$ cat src/rtl/global_variables.sv
// Project-wide SFFT sizing macros shared by the loader, the buffer RAM and the FFT address generator.
`ifndef SFFT_GLOBAL_VARIABLES_SV
`define SFFT_GLOBAL_VARIABLES_SV
`ifndef nFFT
`define nFFT 3
`endif
`ifndef NFFT
`define NFFT (1 << `nFFT)
`endif
`ifndef SFFT_OUTPUT_WIDTH
`define SFFT_OUTPUT_WIDTH 24
`endif
`endif

$ cat src/rtl/sfft_pkg.sv
// Shared SFFT package: bank-select type and the bit-reversal helper that the loader and
// the FFT address generator both use.
`ifndef nFFT
`define nFFT 3
`endif
`ifndef NFFT
`define NFFT (1 << `nFFT)
`endif
`ifndef SFFT_OUTPUT_WIDTH
`define SFFT_OUTPUT_WIDTH 24
`endif

package sfft_pkg;

    localparam int BITREV_MAX_LOG2 = 16;

    typedef logic bank_sel_t;

    // Reverses the low n_log2 bits of value; bits above n_log2 come back as zero.
    function automatic logic [BITREV_MAX_LOG2-1:0] bitrev(
        input logic [BITREV_MAX_LOG2-1:0] value,
        input int                         n_log2
    );
        logic [BITREV_MAX_LOG2-1:0] result;
        result = {BITREV_MAX_LOG2{1'b0}};
        for (int i = 0; i < BITREV_MAX_LOG2; i++) begin
            if (i < n_log2) begin
                result[i] = value[n_log2 - 1 - i];
            end else begin
                result[i] = 1'b0;
            end
        end
        return result;
    endfunction

endpackage

$ cat src/rtl/sfft_loader_if.sv
// Sample stream, buffer write port, frame notification and bank-release handshake of the loader.
interface sfft_loader_if #(
    parameter int SAMPLE_WIDTH = 16,
    parameter int OUT_WIDTH    = `SFFT_OUTPUT_WIDTH,
    parameter int N_LOG2       = `nFFT
);
    logic                    sample_valid;
    logic [SAMPLE_WIDTH-1:0] sample_in;
    logic                    sample_ready;
    logic                    overrun;
    logic                    wr_enable;
    logic                    wr_bank;
    logic [N_LOG2-1:0]       wr_address;
    logic [OUT_WIDTH-1:0]    wr_real;
    logic [OUT_WIDTH-1:0]    wr_imag;
    logic                    frame_valid;
    logic                    frame_bank;
    logic                    release_req;
    logic                    release_bank;
    logic                    release_error;

    modport master (
        output sample_valid, sample_in, release_req, release_bank,
        input  sample_ready, overrun, wr_enable, wr_bank, wr_address, wr_real, wr_imag,
               frame_valid, frame_bank, release_error
    );

    modport slave (
        input  sample_valid, sample_in, release_req, release_bank,
        output sample_ready, overrun, wr_enable, wr_bank, wr_address, wr_real, wr_imag,
               frame_valid, frame_bank, release_error
    );
endinterface

$ cat src/rtl/sfft_sample_loader.sv
// Sign-extends incoming audio samples and writes them bit-reversed into a ping-pong pair of
// SFFT buffer banks, announcing each completed frame and tracking bank release by the FFT.
module sfft_sample_loader
    import sfft_pkg::*;
#(
    parameter int SAMPLE_WIDTH = 16,
    parameter int OUT_WIDTH    = `SFFT_OUTPUT_WIDTH,
    parameter int N_LOG2       = `nFFT
) (
    input  logic         clk,
    input  logic         reset,
    sfft_loader_if.slave bus
);

    generate
        if (OUT_WIDTH < SAMPLE_WIDTH) begin : g_width_check
            $error("sfft_sample_loader: OUT_WIDTH must be >= SAMPLE_WIDTH");
        end
        if (N_LOG2 < 1 || N_LOG2 > BITREV_MAX_LOG2) begin : g_size_check
            $error("sfft_sample_loader: N_LOG2 out of range for bitrev");
        end
    endgenerate

    localparam logic [N_LOG2-1:0] LAST_INDEX = {N_LOG2{1'b1}};
    localparam logic [N_LOG2-1:0] COUNT_STEP = N_LOG2'(1'b1);

    logic [N_LOG2-1:0]    r_sample_count;
    bank_sel_t            r_fill_bank;
    logic [1:0]           r_bank_full;
    logic                 r_pending;
    bank_sel_t            r_pending_bank;
    logic                 r_overrun;
    logic                 r_release_error;
    logic                 r_wr_enable;
    bank_sel_t            r_wr_bank;
    logic [N_LOG2-1:0]    r_wr_address;
    logic [OUT_WIDTH-1:0] r_wr_real;
    logic                 r_frame_valid;
    bank_sel_t            r_frame_bank;

    logic       w_ready;
    logic       w_accept;
    logic       w_complete;
    logic       w_rel_hit;
    logic       w_rel_miss;
    logic [1:0] w_bank_set;
    logic [1:0] w_bank_clr;
    logic [1:0] w_bank_full_next;

    assign w_ready    = ~r_bank_full[r_fill_bank];
    assign w_accept   = bus.sample_valid & w_ready;
    assign w_complete = w_accept & (r_sample_count == LAST_INDEX);
    assign w_rel_hit  = bus.release_req &  r_bank_full[bus.release_bank];
    assign w_rel_miss = bus.release_req & ~r_bank_full[bus.release_bank];

    // A completing frame and a release of the other bank may land on the same edge.
    assign w_bank_set       = {2{w_complete}} & {r_fill_bank, ~r_fill_bank};
    assign w_bank_clr       = {2{w_rel_hit}}  & {bus.release_bank, ~bus.release_bank};
    assign w_bank_full_next = (r_bank_full & ~w_bank_clr) | w_bank_set;

    // Write port, frame bookkeeping, bank ownership and sticky error flags.
    always_ff @(posedge clk) begin
        if (reset) begin
            r_sample_count  <= {N_LOG2{1'b0}};
            r_fill_bank     <= 1'b0;
            r_bank_full     <= 2'b00;
            r_pending       <= 1'b0;
            r_pending_bank  <= 1'b0;
            r_overrun       <= 1'b0;
            r_release_error <= 1'b0;
            r_wr_enable     <= 1'b0;
            r_wr_bank       <= 1'b0;
            r_wr_address    <= {N_LOG2{1'b0}};
            r_wr_real       <= {OUT_WIDTH{1'b0}};
            r_frame_valid   <= 1'b0;
            r_frame_bank    <= 1'b0;
        end else begin
            r_wr_enable <= w_accept;
            if (w_accept) begin
                r_wr_bank      <= r_fill_bank;
                r_wr_address   <= N_LOG2'(bitrev(BITREV_MAX_LOG2'(r_sample_count), N_LOG2));
                r_wr_real      <= OUT_WIDTH'($signed(bus.sample_in));
                r_sample_count <= r_sample_count + COUNT_STEP;
            end
            if (w_complete) begin
                r_fill_bank    <= ~r_fill_bank;
                r_pending_bank <= r_fill_bank;
            end
            r_bank_full <= w_bank_full_next;
            // frame_valid trails the final write strobe by one cycle so the RAM already holds it.
            r_pending     <= w_complete;
            r_frame_valid <= r_pending;
            if (r_pending) begin
                r_frame_bank <= r_pending_bank;
            end
            r_overrun       <= r_overrun | (bus.sample_valid & ~w_ready);
            r_release_error <= r_release_error | w_rel_miss;
        end
    end

    assign bus.sample_ready  = w_ready;
    assign bus.overrun       = r_overrun;
    assign bus.wr_enable     = r_wr_enable;
    assign bus.wr_bank       = r_wr_bank;
    assign bus.wr_address    = r_wr_address;
    assign bus.wr_real       = r_wr_real;
    assign bus.wr_imag       = {OUT_WIDTH{1'b0}};
    assign bus.frame_valid   = r_frame_valid;
    assign bus.frame_bank    = r_frame_bank;
    assign bus.release_error = r_release_error;

endmodule

$ cat src/flat_wrapper.sv
// flat-port wrapper written by rule: the top's interface ports become plain ports
module sfft_sample_loader_flat import sfft_pkg::*;
#(
    parameter int SAMPLE_WIDTH = 16,
    parameter int OUT_WIDTH    = `SFFT_OUTPUT_WIDTH,
    parameter int N_LOG2       = `nFFT
)
  (clk, reset, bus_sample_valid, bus_sample_in, bus_release_req, bus_release_bank, bus_sample_ready, bus_overrun, bus_wr_enable, bus_wr_bank, bus_wr_address, bus_wr_real, bus_wr_imag, bus_frame_valid, bus_frame_bank, bus_release_error);
  sfft_loader_if #(.SAMPLE_WIDTH(SAMPLE_WIDTH), .OUT_WIDTH(OUT_WIDTH), .N_LOG2(N_LOG2)) bus_i ();
  input  logic clk;
  input  logic reset;
  input wire logic [$bits(bus_i.sample_valid)-1:0] bus_sample_valid;
  input wire logic [$bits(bus_i.sample_in)-1:0] bus_sample_in;
  input wire logic [$bits(bus_i.release_req)-1:0] bus_release_req;
  input wire logic [$bits(bus_i.release_bank)-1:0] bus_release_bank;
  output wire logic [$bits(bus_i.sample_ready)-1:0] bus_sample_ready;
  output wire logic [$bits(bus_i.overrun)-1:0] bus_overrun;
  output wire logic [$bits(bus_i.wr_enable)-1:0] bus_wr_enable;
  output wire logic [$bits(bus_i.wr_bank)-1:0] bus_wr_bank;
  output wire logic [$bits(bus_i.wr_address)-1:0] bus_wr_address;
  output wire logic [$bits(bus_i.wr_real)-1:0] bus_wr_real;
  output wire logic [$bits(bus_i.wr_imag)-1:0] bus_wr_imag;
  output wire logic [$bits(bus_i.frame_valid)-1:0] bus_frame_valid;
  output wire logic [$bits(bus_i.frame_bank)-1:0] bus_frame_bank;
  output wire logic [$bits(bus_i.release_error)-1:0] bus_release_error;
  assign bus_i.sample_valid = bus_sample_valid;
  assign bus_i.sample_in = bus_sample_in;
  assign bus_i.release_req = bus_release_req;
  assign bus_i.release_bank = bus_release_bank;
  assign bus_sample_ready = bus_i.sample_ready;
  assign bus_overrun = bus_i.overrun;
  assign bus_wr_enable = bus_i.wr_enable;
  assign bus_wr_bank = bus_i.wr_bank;
  assign bus_wr_address = bus_i.wr_address;
  assign bus_wr_real = bus_i.wr_real;
  assign bus_wr_imag = bus_i.wr_imag;
  assign bus_frame_valid = bus_i.frame_valid;
  assign bus_frame_bank = bus_i.frame_bank;
  assign bus_release_error = bus_i.release_error;
  sfft_sample_loader #(.SAMPLE_WIDTH(SAMPLE_WIDTH), .OUT_WIDTH(OUT_WIDTH), .N_LOG2(N_LOG2)) u_core (.clk(clk), .reset(reset), .bus(bus_i));
endmodule
$ cat config.mk
export PLATFORM = sky130hd
export DESIGN_NAME = sfft_sample_loader_flat
export DESIGN_NICKNAME = d
export VERILOG_FILES = /design/src/rtl/global_variables.sv /design/src/rtl/sfft_pkg.sv /design/src/rtl/sfft_loader_if.sv /design/src/rtl/sfft_sample_loader.sv /design/src/flat_wrapper.sv
export SDC_FILE = /design/constraint.sdc
export NUM_CORES = 1
export LEC_CHECK = 0
export ABC_CLOCK_PERIOD_IN_PS = 1400
export CAP_MARGIN = 20
export CORE_UTILIZATION = 40
export DETAILED_ROUTE_END_ITERATION = 8
export PLACE_DENSITY = 0.8
export SLEW_MARGIN = 20
export SYNTH_ARGS = -nofsm -noshare
export SYNTH_HDL_FRONTEND = slang
export SYNTH_SLANG_ARGS = --single-unit
$ cat constraint.sdc
create_clock -name clk -period 1.4 [get_ports clk]
set_input_delay 0.21 -clock clk [delete_from_list [all_inputs] [get_ports clk]]
set_output_delay 0.21 -clock clk [all_outputs]
set_load 0.02 [all_outputs]
Yosys cells after proc, flatten, opt, wreduce, memory -nomap -nowiden
Index checks and enable logic that the tools add are counted.

storage, ports and cells
  register bits after elaboration = 33
  bits of input ports = 21
  word-level logic and storage cells = 37
  output and inout port bits = 58

cells by class
  mux-type cells = 4
  $add $sub $neg = 1
  equality and inequality tests = 1
  bitwise gates (word level) = 16
  $lt $le $gt $ge = 2

operator list
  cell                                                                          number
  2-bit AND                                                                     3
  1-bit AND                                                                     5
  1-bit by 2-bit less-than comparator with 1-bit output, second input constant  2
  1-bit two-way mux                                                             4
  1-bit inverter                                                                4
  3-bit by 1-bit adder with 3-bit output, second input constant                 1
  3-bit equality test, second input constant                                    1
  2-bit inverter                                                                1
  1-bit OR                                                                      2
  2-bit OR                                                                      1

Depth between registers and ports, before layout
Gate-level depths: netlist of run 1.

  depth in word-level cells = 7
  depth in mapped cells = 5
  depth with buffers taken out = 5

Worst setup path after synthesis of run 1
OpenSTA, ideal clock, no wires.

  path kind = reg-to-reg
  start point = reg u_core.r_fill_bank
  end point = reg u_core.r_wr_address[2], in the netlist u_core.bus.wr_address[2]
  clock period less this slack = 1.233 ns
  library setup time = 0.072 ns
  stages on the path, launching flop included = 5
  slack = 0.167 ns
  data required time = 1.328 ns
  buffers on the path = 1
  arrival time = 1.161 ns
  cell sequence = dfxtp_1 > mux2i_1 > and2_4 > buf_6 > mux2i_1

on the way
  cells in the longest elaborated chain, start to end = 4

RTL lines
  what                                                  RTL line                  source
  start, declared                                       sfft_sample_loader.sv:28  bank_sel_t r_fill_bank;
  start signal, assigned                                sfft_sample_loader.sv:86  r_fill_bank <= ~r_fill_bank;
  1-bit two-way mux (implied by the code) (2 in a row)  sfft_sample_loader.sv:50  assign w_ready = ~r_bank_full[r_fill_bank];
  1-bit inverter                                        sfft_sample_loader.sv:50
  1-bit AND                                             sfft_sample_loader.sv:51  assign w_accept = bus.sample_valid & w_ready;
  end signal, assigned                                  sfft_sample_loader.sv:73  r_wr_address <= {N_LOG2{1'b0}};
  end signal, assigned                                  sfft_sample_loader.sv:81  r_wr_address <= N_LOG2'(bitrev(BITREV_MAX_LOG2'(r_sample_count), N_LOG2));
  end, declared                                         sfft_sample_loader.sv:36  logic [N_LOG2-1:0] r_wr_address;

Every way passes these cells. The select of a mux whose other input is x is not followed.
A chain may end at the register's enable or synchronous reset.

Final worst setup path of run 1
  start point = reg u_core.r_fill_bank
  end point = out bus_sample_ready

on the way
  cells in the longest elaborated chain, start to end = 3

RTL lines
  what                                                  RTL line                  source
  1-bit two-way mux (implied by the code) (2 in a row)  sfft_sample_loader.sv:50
  1-bit inverter                                        sfft_sample_loader.sv:50
  end, declared                                         flat_wrapper.sv:16        output wire logic [$bits(bus_i.sample_ready)-1:0] bus_sample_ready;

Every way passes these cells. The select of a mux whose other input is x is not followed.

==> impl_metrics.tcl, run 1 <==
set metrics [dict create \
    grt-busiest-layer "met2" \
    crit_family "flip-flops" \
    h-tree-depth 2 \
    setup-violations-final 0 \
    setup.worst_path.start "u_core.r_fill_bank" \
    start_util_pct 42.9 \
    finish.utilization_pct 57.6 \
    gr-usage-met2_pct 24.2 \
    ctsHoldBuffers 0 \
    dr.pass1.iters 4 \
    grt_max_degree 53 \
    arrival_ns 1.10 \
    syn_to_final_growth_pct 34.2 \
    synth_compound_area_share_pct 10.9 \
    required_ns 1.19 \
    avgSynthCellArea_um2 9.18 \
    n_antenna_cell 0 \
    root_buffer "clkbuf_8" \
    dp_worst_setup_slack_ns -0.0942 \
    cp-end-kind "output port" \
    clk_latency_ns 0.29 \
    tritoncts "done" \
    use_met1_pct 20.6 \
    num_vias 1287 \
    finalHoldViolations 0 \
    die-area_um2 4270 \
    nFillCells 349 \
    muxShareOfSynthArea_pct 3.74 \
    synth.area.top_cells "dfxtp_1, buf_4, nand4b_1" \
    rows 22 \
    path_class "flip-flop to output port" \
    synth_xor_area_share_pct 0 \
    portBuffers 54 \
    clkSlewWorstSetupHoldPaths_ns 0.07 \
    overflow 0 \
    dieHeight_um 65.4 \
    cp_slowest_stage_delay_ns 0.36 \
    core_region_area_um2 3740 \
    ys_warn_count 0 \
    fin_ws_ns 0.0879 \
    worstPathCellList "mux2i_4, clkbuf_2" \
    drv_cap 0 \
    final_antenna_net_count 0 \
    synth_area_um2 1610 \
    die_width_um 65.4 \
    antenna_found_initial 0 \
    synth-adder-area-share_pct 1.56 \
    fmax_ghz 0.762 \
    ys_seq_area_share_pct 41.1 \
    synth_top_area_cell "dfxtp_1" \
    grt_util_met3_pct 6.94 \
    cp-start-kind "flip-flop" \
    grt_usage_pct 16.1 \
    ys_ff_latch 33 \
    fin_crit_sh_pct 93.7 \
    cp_slowest_cell "dfxtp_2" \
    cts_buffers 5 \
    max-vdd-ir-drop_v 0.000509 \
    route.detailed.drc 0 \
    status "complete, no violations" \
    hold_ws_ns 0.466 \
    vias_per_cell 4.65 \
    hpwl_um 2170 \
    routabilityCongestion 0.796 \
    hold_path.class "flip-flop to flip-flop" \
    cp_num_buf_inv 1 \
    fin_worst_skew_ns 0.00773 \
    cts_max_path_buffers 2 \
    synthSimpleGateAreaFrac_pct 23.1 \
    wire_per_inst_um 12.2 \
    drive_gt1_share_pct 11.8 \
    wl_um 3390 \
    min_period_ns 1.31 \
    cp_max_fo 3 \
    grt_pass1_vias 1106 \
    first_iter_violations 82 \
    rr_startpoint "u_core.r_sample_count[0]" \
    synth_top_family_by_area "simple AND/OR/NAND/NOR gates" \
    final.setup.tns_ns 0 \
    p_leak_nw 0.975 \
    synthCells 175 \
    grt_pass1_wl_um 5210 \
    fin_nets 251 \
    ioPinCount 79 \
    rsz0062_at_grt "false" \
    clock_sinks 33 \
    min_from "u_core.bus.release_error" \
    synth.distinct_cells 25 \
    synth.top_cell.area_share_pct 41.1 \
    maxSlewViolCount 0 \
    power_density_nw_per_um2 947 \
]
Yosys cell counts:
library cell and number:
dfxtp_1 33, buf_4 32, o21ai_0 23, nand2b_1 22, nand4b_1 18, clkbuf_1 7
mux2i_1 6, a21oi_1 5, nor2_1 5, buf_2 3, buf_6 2, ha_1 2
inv_1 2, nand2_1 2, nor2b_1 2, o21ai_1 2, a311oi_1 1, a31oi_1 1
and2_4 1, and3b_1 1, conb_1 1, nand3_1 1, nor3b_1 1, o21ba_2 1
or3_1 1
path summary, 6_finish.rpt:
| path | to | slack [ns] | depth (start not counted) |
|---|---|---|---|
| min | u_core.bus.release_error | 0.47 | 2 |
| max | bus_sample_ready | 0.09 | 2 |
| max reg2reg | u_core.r_fill_bank | 0.10 | 5 |
| min reg2reg | u_core.bus.release_error | 0.47 | 2 |
cell type report:
class | count | area [um2] | area share (%)
Clock inverter | 2 | 10.0 | 0.464
Multi-Input combinational cell | 121 | 752 | 34.9
Clock buffer | 6 | 72.6 | 3.37
Sequential cell | 33 | 663 | 30.8
Tap cell | 48 | 60.1 | 2.79
Timing Repair Buffer | 65 | 591 | 27.4
Inverter | 2 | 7.51 | 0.348
metal layers:
metal  wire length, um  share of wire, %
met1              1570                46
met2              1480                44
met3               296               8.7
met4                40               1.2
met5                 0                 0
logic make-up (layout without fill, tap and decap cells):
group	after synthesis	in the layout
compound gates	33	33
fa+ha+maj	2	2
buf+inv	46	75
flops	33	33
mux	6	6
other cells	1	24
simple gates	54	56
where the power goes:
group          internal (mW)  switching [mW]
Combinational          0.149           0.202
Clock                  0.344           0.346
Sequential             0.978          0.0223
Total                   1.47           0.571
worst reg2reg max path, delay by kind of cell (launching register included):
family | cells | cell delay, ns
and+or+nand+nor | 2 | 0.41
adders and majority gates | 2 | 0.33
DFF | 1 | 0.35
AOI/OAI and AO/OA | 1 | 0.15
cells in the final DEF, fill, tap and decap left out, types with 5 or more instances in the layout:
master            n
conb_1           24
nand4b_1         18
a21oi_1           5
buf_4             8
clkdlybuf4s50_1  20
dlygate4sd2_1    33
nor2_1            5
dfxtp_1          31
clkbuf_8          5
mux2i_1           5
nand2b_1         22
o21ai_0          23
what timing repair did:
action / CTS / global route
gates resized for setup: 34 / 8
pin swaps: 1 / 0
endpoints found under the setup margin: 55 / 26
buffers inserted: 0 / 2
cloned: 1 / 2
per-stage QoR:
stage          area (um2)  std cells  total power [mW]
5_1_grt              2160        277              2.15
4_1_cts              2110        273              2.06
2_1_floorplan        1690        198              1.30
3_5_place_dp         2070        264              1.40
3_3_place_gp         2070        264              1.39
6_report             2160        277              2.04
sequential cells by signal (all words and copies together) (netlist names):
| name | cells |
|---|---|
| u_core.bus.wr_bank | 1 |
| u_core.bus.wr_address | 3 |
| u_core.r_sample_count | 3 |
| u_core.bus.frame_valid | 1 |
| u_core.r_fill_bank | 1 |
| u_core.bus.overrun | 1 |
| u_core.bus.wr_real | 16 |
| u_core.bus.release_error | 1 |
| u_core.bus.wr_enable | 1 |
| u_core.r_bank_full | 2 |
| u_core.bus.frame_bank | 1 |
| u_core.r_pending_bank | 1 |
| u_core.r_pending | 1 |
(Power assumes the default switching activity.)
==> run 2, diff against run 1 <==
--- a/config.mk
+++ b/config.mk
@@ -9,7 +9,7 @@
 export CAP_MARGIN = 20
 export CORE_UTILIZATION = 40
 export DETAILED_ROUTE_END_ITERATION = 8
-export PLACE_DENSITY = 0.8
+export PLACE_DENSITY = 0.87
 export SLEW_MARGIN = 20
 export SYNTH_ARGS = -nofsm -noshare
 export SYNTH_HDL_FRONTEND = slang
==> run 2 against run 1 <==
Via count rose by 0.70%. Maximum frequency fell by 1.3%. Core utilization did not move. Critical path type is now flip-flop to flip-flop. Largest cell class unchanged.
==> impl_metrics.tcl, run 2 (synthesis gave the netlist of run 1 again) <==
set metrics [dict create \
    status "complete, no violations" \
    clock_sinks 33 \
    vias_per_cell 4.71 \
    fin_worst_skew_ns 0.00433 \
    power_density_nw_per_um2 940 \
    hpwl_um 2120 \
    setup-violations-final 0 \
    finalHoldViolations 0 \
    grt_usage_pct 15.5 \
    syn_to_final_growth_pct 34.2 \
    ctsHoldBuffers 0 \
    ioPinCount 79 \
    cts_max_path_buffers 2 \
    die-area_um2 4270 \
    cts_buffers 5 \
    cp-end-kind "flip-flop" \
    largest_reg_flops 16 \
    cp_max_fo 4 \
    fmax_ghz 0.752 \
    grt_pass1_vias 1121 \
    max-vdd-ir-drop_v 0.000515 \
    die_width_um 65.4 \
    final_cell_mix "dlygate4sd2_1, dfxtp_1, conb_1, o21ai_0, nand2b_1" \
    core_region_area_um2 3740 \
    routabilityCongestion 0.694 \
    p_leak_nw 0.984 \
    clk_latency_ns 0.28 \
    antenna_found_initial 0 \
    path_class "flip-flop to flip-flop" \
    min_period_ns 1.33 \
    fin_crit_sh_pct 94.9 \
    wl_um 3320 \
    maxSlewViolCount 0 \
    tritoncts "done" \
    hold_ws_ns 0.465 \
    first_iter_violations 85 \
    start_util_pct 42.9 \
    cp_num_buf_inv 0 \
    final_antenna_net_count 0 \
    arrival_ns 1.54 \
    n_antenna_cell 0 \
    final_common_cell "dlygate4sd2_1" \
    grt_max_degree 53 \
    dieHeight_um 65.4 \
    cp-start-kind "flip-flop" \
    crit_family "simple AND/OR/NAND/NOR gates" \
    rows 22 \
    drive_gt1_share_pct 11.9 \
    overflow 0 \
    required_ns 1.61 \
    clkSlewWorstSetupHoldPaths_ns 0.07 \
    worstPathCellList "ha_1, ha_2, nand2_1, or3_4, a21oi_1" \
    instances_no_fill 275 \
    fin_nets 249 \
    portBuffers 54 \
    hold_path.class "flip-flop to flip-flop" \
    root_buffer "clkbuf_8" \
    dp_cells 264 \
    route.detailed.drc 0 \
    grt_pass1_wl_um 5080 \
    cp_slowest_stage_delay_ns 0.35 \
    drv_cap 0 \
    dr.pass1.iters 4 \
    wire_per_inst_um 12.1 \
    num_vias 1296 \
    h-tree-depth 2 \
    cp_slowest_cell "dfxtp_2" \
]
-- run 2: area by class of cell --
cell class / instances / area [um2]
multi-input cells: 120 / 753
repair buffers: 64 / 589
inverters: 2 / 7.51
clock inverters: 2 / 10.0
clock buffers: 6 / 72.6
well taps: 48 / 60.1
flip-flops and latches: 33 / 663
fillers: 374 / 1590
-- run 2: layer usage --
metal / up-vias / routed length, um / global-route usage, % / part of all wire, %
met2: 59 / 1500 / 25.0 / 45
met5: - / 0 / 0 / 0
met3: 7 / 247 / 4.69 / 7.4
met1: 587 / 1520 / 18.8 / 46
li1: 643 / - / - / -
met4: 0 / 53 / 6.52 / 1.6
-- run 2: tightest hold or removal path, cell delays in order (launching register included) --
cell      delay, ns
dfxtp_1        0.31
nand2b_1       0.06
o21ai_0        0.06
-- run 2: where the power goes --
| part | switching (mW) | internal (mW) | leakage [nW] | total, mW |
|---|---|---|---|---|
| registers | 0.0219 | 0.978 | 0.271 | 1.00 |
| clock network | 0.332 | 0.344 | 0.0450 | 0.676 |
| logic | 0.202 | 0.148 | 0.668 | 0.350 |
| total | 0.556 | 1.47 | 0.984 | 2.03 |
-- run 2: what timing repair did --
action	CTS	global route
endpoints found under the setup margin	54	25
pin swaps	1	0
setup buffers	0	1
gates cloned	1	1
gates resized for setup	33	13
-- run 2: worst paths after layout --
check                            from                    end  slack [ns]  cells past startpoint
max          u_core.r_sample_count[0]     u_core.r_fill_bank        0.07                      5
min             u_core.bus.wr_real[3]  u_core.bus.wr_real[3]        0.47                      2
max reg2reg  u_core.r_sample_count[0]     u_core.r_fill_bank        0.07                      5
min reg2reg     u_core.bus.wr_real[3]  u_core.bus.wr_real[3]        0.47                      2
-- run 2: stage by stage --
stage               cell area, um2  TNS [ns]  setup WS (ns)  utilization (%)  power (mW)
finish                        2160         0         0.0710             57.6        2.03
global route                  2160  -0.00264       -0.00264             57.6        2.12
CTS                           2110    -0.627        -0.0834             56.5        2.04
detailed placement            2070     -1.18        -0.0795             55.2        1.40
global placement              2070    -0.455        -0.0417             55.2        1.39
floorplan                     1690         0          0.167                -        1.30
